[src/rtl/systolic_array_ctrl.sv]
// -----------------------------------------------------------------------------
// systolic_array_ctrl
//   Sequencer for a DIMENSION x DIMENSION systolic multiply-accumulate array.
//   On i_start it reads one A column and one B row per cycle from an external
//   buffer. It skews them onto the left and top array edges, together with a
//   skewed array reset. It captures every PE result in that PE's single
//   finish cycle, then streams C = A*B out row-major over valid/ready.
//
// Ports
//   i_clock, i_reset         clock, synchronous active-high reset
//   i_start                  start request (sampled only when idle)
//   o_busy                   high whenever not idle
//   o_rd_en, o_rd_k          operand read request; data returns 1 cycle later
//   i_a_col, i_b_row         A[i][k] on lane i, B[k][j] on lane j
//   o_a_edge, o_b_edge       skewed operands to PE(i,0).i_a / PE(0,j).i_b
//   o_a_reset, o_b_reset     skewed array reset to the same edge PEs
//   i_c_flat, i_finish       per-PE result and finish flag, PE index i*D+j
//   o_res_valid/data/idx     result stream, held while stalled
//   i_res_ready              result beat accepted when valid && ready
//   o_done                   one-cycle pulse after the last accepted beat
//   o_err                    sticky missing-finish flag, cleared on start
// -----------------------------------------------------------------------------
module systolic_array_ctrl #(
  parameter int DIMENSION = 4,
  parameter int I_BITS    = 8,
  parameter int O_BITS    = 2 * I_BITS + $clog2(DIMENSION)
) (
  input  logic                                      i_clock,
  input  logic                                      i_reset,
  input  logic                                      i_start,
  output logic                                      o_busy,
  output logic                                      o_rd_en,
  output logic [$clog2(DIMENSION)-1:0]              o_rd_k,
  input  logic [DIMENSION*I_BITS-1:0]               i_a_col,
  input  logic [DIMENSION*I_BITS-1:0]               i_b_row,
  output logic [DIMENSION*I_BITS-1:0]               o_a_edge,
  output logic [DIMENSION*I_BITS-1:0]               o_b_edge,
  output logic [DIMENSION-1:0]                      o_a_reset,
  output logic [DIMENSION-1:0]                      o_b_reset,
  input  logic [DIMENSION*DIMENSION*O_BITS-1:0]     i_c_flat,
  input  logic [DIMENSION*DIMENSION-1:0]            i_finish,
  output logic                                      o_res_valid,
  output logic [O_BITS-1:0]                         o_res_data,
  output logic [$clog2(DIMENSION*DIMENSION)-1:0]    o_res_idx,
  input  logic                                      i_res_ready,
  output logic                                      o_done,
  output logic                                      o_err
);

  localparam int D  = DIMENSION;
  localparam int KW = $clog2(D);
  localparam int IW = $clog2(D * D);
  localparam int TW = $clog2(3 * D);

  typedef enum logic [2:0] {S_IDLE, S_FEED, S_WAIT, S_DRAIN, S_DONE} state_e;

  state_e                          state_q, state_d;
  logic [TW-1:0]                   t_q, t_d;
  logic [IW-1:0]                   idx_q, idx_d;
  logic                            rd_valid_q;   // read data is on i_a_col/i_b_row
  logic                            start_go;
  logic                            arr_rst;      // raw (unskewed) array reset
  logic [D-1:1]                    rst_dly_q;    // bit s = arr_rst delayed s cycles
  logic [D*D-1:0][O_BITS-1:0]      cap_q;
  logic [D*D-1:0]                  mask_q;
  logic                            err_q;

  // ---------------------------------------------------------------------------
  // Control state
  // ---------------------------------------------------------------------------
  // NOTE: every clocked block uses non-blocking assignments so that all
  // registers update from the same pre-edge values regardless of block order.
  always_ff @(posedge i_clock) begin
    if (i_reset) begin
      state_q    <= S_IDLE;
      t_q        <= '0;
      idx_q      <= '0;
      rd_valid_q <= 1'b0;
      rst_dly_q  <= '0;
    end else begin
      state_q      <= state_d;
      t_q          <= t_d;
      idx_q        <= idx_d;
      rd_valid_q   <= o_rd_en;
      rst_dly_q[1] <= arr_rst;
      for (int s = 2; s < D; s++) rst_dly_q[s] <= rst_dly_q[s-1];
    end
  end

  // NOTE: every signal written here gets a default first, so no path through
  // the case statement can leave one unassigned and infer a latch.
  always_comb begin
    state_d     = state_q;
    t_d         = t_q;
    idx_d       = idx_q;
    start_go    = 1'b0;
    arr_rst     = 1'b0;
    o_busy      = 1'b1;
    o_rd_en     = 1'b0;
    o_rd_k      = '0;
    o_res_valid = 1'b0;
    o_res_data  = '0;
    o_res_idx   = '0;
    o_done      = 1'b0;
    unique case (state_q)
      S_IDLE: begin
        o_busy = 1'b0;
        if (i_start) begin
          start_go = 1'b1;
          state_d  = S_FEED;
          t_d      = '0;
        end
      end
      S_FEED: begin
        o_rd_en = 1'b1;
        o_rd_k  = t_q[KW-1:0];
        arr_rst = (t_q == '0);
        t_d     = t_q + TW'(1);
        if (t_q == TW'(D - 1)) state_d = S_WAIT;
      end
      S_WAIT: begin
        t_d = t_q + TW'(1);
        if (t_q == TW'(3 * D - 1)) begin
          state_d = S_DRAIN;
          t_d     = '0;
          idx_d   = '0;
        end
      end
      S_DRAIN: begin
        o_res_valid = 1'b1;
        o_res_idx   = idx_q;
        o_res_data  = mask_q[idx_q] ? cap_q[idx_q] : '0;
        if (i_res_ready) begin
          if (idx_q == IW'(D * D - 1)) state_d = S_DONE;
          else                         idx_d   = idx_q + IW'(1);
        end
      end
      S_DONE: begin
        o_done  = 1'b1;
        state_d = S_IDLE;
      end
      default: state_d = S_IDLE;
    endcase
  end

  // The array reset for row i / column j is the raw pulse delayed i / j cycles;
  // the PE-to-PE hop adds the rest, so PE(i,j) sees reset at t = i+j.
  assign o_a_reset = {rst_dly_q, arr_rst};
  assign o_b_reset = {rst_dly_q, arr_rst};

  // ---------------------------------------------------------------------------
  // Operand skew: lane n is delayed n cycles; lane 0 passes straight through.
  // Lanes are forced to 0 whenever no read data is returning.
  // ---------------------------------------------------------------------------
  for (genvar n = 0; n < D; n++) begin : g_lane
    logic [I_BITS-1:0] a_in, b_in;
    assign a_in = rd_valid_q ? i_a_col[n*I_BITS +: I_BITS] : '0;
    assign b_in = rd_valid_q ? i_b_row[n*I_BITS +: I_BITS] : '0;

    if (n == 0) begin : g_pass
      assign o_a_edge[0 +: I_BITS] = a_in;
      assign o_b_edge[0 +: I_BITS] = b_in;
    end else begin : g_dly
      logic [n-1:0][I_BITS-1:0] a_pipe_q, b_pipe_q;
      always_ff @(posedge i_clock) begin
        if (i_reset) begin
          a_pipe_q <= '0;
          b_pipe_q <= '0;
        end else begin
          a_pipe_q[0] <= a_in;
          b_pipe_q[0] <= b_in;
          for (int s = 1; s < n; s++) begin
            a_pipe_q[s] <= a_pipe_q[s-1];
            b_pipe_q[s] <= b_pipe_q[s-1];
          end
        end
      end
      assign o_a_edge[n*I_BITS +: I_BITS] = a_pipe_q[n-1];
      assign o_b_edge[n*I_BITS +: I_BITS] = b_pipe_q[n-1];
    end
  end

  // ---------------------------------------------------------------------------
  // Result capture: PE(i,j) is sampled only at t = i+j+D+1, its finish cycle.
  // Finish pulses at any other time (e.g. stale pre-reset counters) are ignored.
  // ---------------------------------------------------------------------------
  // NOTE: the capture buffer is reset along with the control state so that no
  // data from an aborted run can ever appear on o_res_data.
  always_ff @(posedge i_clock) begin
    if (i_reset) begin
      cap_q  <= '0;
      mask_q <= '0;
      err_q  <= 1'b0;
    end else begin
      if (start_go) begin
        mask_q <= '0;
        err_q  <= 1'b0;
      end
      if (state_q == S_FEED || state_q == S_WAIT) begin
        for (int i = 0; i < D; i++) begin
          for (int j = 0; j < D; j++) begin
            if (t_q == TW'(i + j + D + 1)) begin
              cap_q[i*D+j]  <= i_c_flat[(i*D+j)*O_BITS +: O_BITS];
              mask_q[i*D+j] <= 1'b1;
              if (!i_finish[i*D+j]) err_q <= 1'b1;
            end
          end
        end
      end
    end
  end

  assign o_err = err_q;

endmodule

[config.mk]
export PLATFORM = sky130hd
export DESIGN_NAME = systolic_array_ctrl
export DESIGN_NICKNAME = d
export VERILOG_FILES = /design/src/rtl/systolic_array_ctrl.sv
export SDC_FILE = /design/constraint.sdc
export NUM_CORES = 1
export LEC_CHECK = 0
export CORE_AREA = 2 2 183 185
export DETAILED_ROUTE_END_ITERATION = 8
export DIE_AREA = 0 0 185 187
export GPL_TIMING_DRIVEN = 0
export PLACE_DENSITY = 0.89
export SLEW_MARGIN = 20
export SYNTH_ARGS = -nofsm -noshare
export SYNTH_HDL_FRONTEND = slang
export SYNTH_SLANG_ARGS = --single-unit
[constraint.sdc]
create_clock -name i_clock -period 4.2 [get_ports i_clock]
set_clock_uncertainty 0.1 [all_clocks]
set_input_delay 1.05 -clock i_clock [delete_from_list [all_inputs] [get_ports i_clock]]
set_output_delay 1.05 -clock i_clock [all_outputs]
set_load 0.01 [all_outputs]
== Word level (Yosys, flattened, before mapping) ==
Index checks and enable logic that the tools add are counted.
Storage, ports and cells
  memories: 0
  word-level logic and storage cells: 165
  bits in writable memories: 0
  register bits: 416
  latch bits: 0
  bits of input ports: 372
  memory bits (read-only): 0
Operators by class
  add/sub/neg operators: 2
  $lt $le $gt $ge: 1
  reductions and logical operators: 16
  shift-type cells: 0
  mux-type cells: 91
  $mul: 0
  bitwise gates (word level): 1
  equal/unequal tests: 19
  div/mod/pow operators: 0
Operator list (count)
  binary-select mux 18 bit (select 4 bit): 1
  two-way mux 1 bit: 67
  two-way mux 18 bit: 3
  two-way mux 16 bit: 2
  two-way mux 4 bit: 6
  == test 4 bit (second input constant): 5
  two-way mux 8 bit: 2
  AND reduction 2 bit: 8
  two-way mux 3 bit: 5
  == test 4 x 3 -> 1 bit (second input constant): 3
  one-hot mux 3 bit (4 select lines): 1
  one-hot mux 4 bit (3 select lines): 1
  inequality test 2 bit (second input constant): 5
  adder 4 x 1 -> 4 bit (second input constant): 2
  one-hot mux 4 bit (2 select lines): 1
  == test 3 x 2 -> 1 bit (second input constant): 2
  < comparator 4 x 5 -> 1 bit (second input constant): 1
  AND reduction 5 bit: 1
  binary-select mux 1 bit (select 4 bit): 1
  == test 4 x 2 -> 1 bit (second input constant): 1
  logical NOT 4 bit: 1
  AND reduction 4 bit: 1
  == test 3 x 1 -> 1 bit (second input constant): 1
  == test 3 bit (second input constant): 1
  other kinds (8): 8

== Longest topological paths before layout ==
  depth after elaboration: 45
  gate-level depth with buffers: 8
  mapped depth without buffers: 6

== Least setup slack after synthesis ==
OpenSTA, ideal clock, no wires.
  path kind: register to output
  start: reg idx_q[0]
  end: out o_res_data[10]
  stages on the path, launching flop included: 6
  arrival time: 1.599 ns
  setup slack: 1.451 ns
  required time: 3.050 ns
  cell sequence: dfxtp_1 -> buf_4 -> buf_2 -> mux4_2 -> a22oi_1 -> a22oi_2
Between the ends
  longest elaborated chain between the ends: 4
  elaborated cells on any way between the ends: 6
Ends and longest elaborated chain
  start: declaration: RTL line 59  | logic [IW-1:0] idx_q, idx_d;
  start signal: assignment: RTL line 83  | idx_q <= idx_d;
  binary-select mux 18 bit (select 4 bit) or binary-select mux 1 bit (select 4 bit) (tied branches): RTL line 132  | o_res_data = mask_q[idx_q] ? cap_q[idx_q] : '0;
  two-way mux 18 bit (not written as such) or two-way mux 1 bit (tied branches): RTL line 132
  two-way mux 18 bit *: RTL line 132
  two-way mux 18 bit *: RTL line 105  | unique case (state_q)
  end: declaration: RTL line 43  | output logic [O_BITS-1:0] o_res_data,
Mark *: on every way between the ends. The rest lies on a longest branch, timed or not. The select of a mux whose other input is x is not followed.

== Worst setup path after layout ==
  start: reg idx_q[0]
  end: out o_res_data[7]
Same word-level chain as after synthesis.

==> flow_summary_export.csv <==
group,metric,value,unit
outcome,status,"complete, no violations",
routing,ant_nets,0,
routing,num_vias,16100,
sta,relSlewSlack,32.1,%
clocking,clk_latency,0.54,ns
synthesis,ys.flop_type,"dfxtp_1",
finish,postLayoutCellArea,23700,sq um
run,cap_violations,0,
die,io_pins,473,
clocking,tritoncts,"yes",
routing,wl_per_cell,21.9,um
die,die_h,187,um
sta,rsz0062_at_grt,"yes",
sta,finalSetupViolations,0,
worst_setup_path,cp.required,3.05,ns
sta,hold_violations,0,
synthesis,yosysTopAreaCell,"dfxtp_1",
synthesis,synth.area.top_cells,"dfxtp_1, nand2_1, mux4_2",
clocking,cts_made_buffers,44,
power,ir_worst_vdd,0.320,mV
worst_setup_path,critical_path_class,"register to output port",
synthesis,syn_inst,1814,
die,core_area,32900,sq um
placement,io_buffers,472,
finish,drive_gt1_share,12.1,%
clocking,clockBufferDepth,3,
clocking,cts_root_buf,"clkbuf_16",
placement,gp_congestion,0.940,
worst_setup_path,cp-start-kind,"register",
die,rows,67,
finish,utilization,72.0,%
sta,setup_tns,0,ns
sta,drv_slew,0,
finish,layout_commonest_cell,"nand2_1",
placement,hpwl,46000,um
synthesis,synth_seq_cells,416,
routing,route.detailed.drc,0,
global_routing,grt_overflow,0,
sta,tightest_slew,1.02,ns
worst_setup_path,critPathMaxFanout,10,
finish,final_cell_mix,"nand2_1, clkdlybuf4s50_1, dfxtp_1",
power,leakagePower,8.15,nW
synthesis,syn_nets,2191,
sta,period_share,99.6,%
clocking,htreeDepth,2,
synthesis,avgSynthCellArea,9.25,sq um
clocking,cts_setup_buffers,0,
power,power_density,373,nW/um^2
sta,max_freq,239,MHz
synthesis,synth_cell_types,55,
clocking,cts.sinks,416,
die,dieWidth,185,um
global_routing,antenna_found_initial,9,
synthesis,yosysSeqAreaShare,49.6,%
worst_setup_path,end_kind,"output port",
global_routing,grt_pass1_wl,90800,um
routing,drtIter0Drc,1672,
synthesis,synth-async-reset-ratio,0,%
global_routing,track_usage,34.7,%
routing,wirelength,61700,um
die,start_util,51.1,%
sta,worst_hold_slack,0.333,ns
global_routing,grt_max_degree,15,
die,die_area,34600,sq um
placement,place_area,22100,sq um
synthesis,yosys_warnings,0,
finish,nets,2708,
hold_path,hp-class,"register to register",
synthesis,synth_area,16800,sq um
routing,first_pass_iters,5,
sta,layout_min_cycle_time,4.18,ns
synthesis,netlist.area_leader.share,49.6,%
synthesis,synth_edf_count,0,
clocking,ctsHoldBuffers,0,
routing,post_drt_via_cell_ratio,5.70,
clocking,path_clk_slew,0.06,ns
global_routing,grt_pass1_vias,15900,
finish,syn_to_final_growth,41.1,%
worst_setup_path,worstPathArrival,3.03,ns
## layout make-up
type,instances,area [sq um]
inverters,7,26.3
multi-input cells,1215,7450
repair buffers,472,4720
clock inverters,19,220
diodes,9,22.5
well taps,448,561
fillers,2383,9190
flip-flops and latches,416,8330
clock buffers,59,1260
plain buffers,175,1080
## stage by stage
step	power [mW]	setup WS, ns	instances
2_1_floorplan	4.34	1.45	1814
3_3_place_gp	4.87	0.413	2734
3_5_place_dp	4.88	0.378	2734
4_1_cts	8.79	-0.0284	2811
5_1_grt	9.01	-0.0132	2820
6_report	8.82	0.0168	2820
## cell usage after synthesis (all sizes together), types with 2 or more instances
library cell / n
mux4: 74
xnor2: 2
nand4: 7
nor2: 64
a21oi: 273
inv: 7
and2: 69
clkbuf: 58
or3: 2
nand3b: 4
nor3b: 2
a211oi: 2
nand3: 6
o21ai: 4
nand4b: 2
xor2: 2
a31oi: 2
nor2b: 57
a22oi: 55
nor3: 5
a221o: 2
mux2i: 41
and4: 8
nand2: 509
buf: 118
ha: 5
a311oi: 2
dfxtp: 416
o211ai: 2
## critical path, stage by stage, from the launching register on
cell	delay (ns)
dfxtp_1	0.35
buf_4	0.26
buf_4	0.29
mux4_2	0.57
a22oi_1	0.31
a22oi_1	0.17
clkdlybuf4s50_1	0.52
## per-layer routing
layer | track usage (%) | wire (um)
met1 | 42.7 | 22600
met3 | 7.32 | 6490
met4 | 20.4 | 3890
met2 | 56.1 | 28800
met5 | 0 | 0
## where the power goes
| group | switching (mW) | internal, mW | total (mW) |
|---|---|---|---|
| clock network | 1.65 | 2.36 | 4.01 |
| registers | 0.0201 | 3.98 | 4.00 |
| logic | 0.336 | 0.479 | 0.815 |
| total | 2.01 | 6.82 | 8.82 |
## sequential cells by signal (all words and copies together), names as in the netlist, 4 cells and up
| name | flops |
|---|---|
| mask_q | 16 |
| idx_q | 4 |
| cap_q | 288 |
| o_b_edge | 16 |
| g_lane.g_dly.b_pipe_q | 32 |
| o_a_edge | 16 |
| g_lane.g_dly.a_pipe_q | 32 |
| t_q | 4 |
## logic make-up (layout without fill, tap and decap cells)
| group | after synthesis | count (layout) | synth area share [%] |
|---|---|---|---|
| adders and majority gates | 5 | 5 | 0.373 |
| AOI/OAI and AO/OA | 348 | 348 | 11.7 |
| and+or+nand+nor | 743 | 743 | 19.4 |
| buffers and inverters | 183 | 732 | 6.26 |
| muxes | 115 | 115 | 12.4 |
| other | 0 | 9 | 0 |
| xor gates and xnor gates | 4 | 4 | 0.254 |
| DFF | 416 | 416 | 49.6 |
## what timing repair did
item / in CTS / in global routing
pin swaps: 0 / 1
endpoints found under the setup margin: 18 / 16
resized for setup: 14 / 24
cloned: 0 / 0
## path summary, 6_finish.rpt
kind,depth (start not counted),startpoint,to,slack [ns]
setup / recovery,6,idx_q[0]$_SDFFE_PP0P_,o_res_data[7],0.02
hold / removal,1,g_lane[3].g_dly.b_pipe_q[5]$_SDFF_PP0_,g_lane[3].g_dly.b_pipe_q[13]$_SDFF_PP0_,0.33
setup reg to reg,5,t_q[0]$_SDFFE_PP0P_,t_q[0]$_SDFFE_PP0P_,1.68
hold reg to reg,1,g_lane[3].g_dly.b_pipe_q[5]$_SDFF_PP0_,g_lane[3].g_dly.b_pipe_q[13]$_SDFF_PP0_,0.33
No activity file was read; power rests on OpenSTA's default activity.
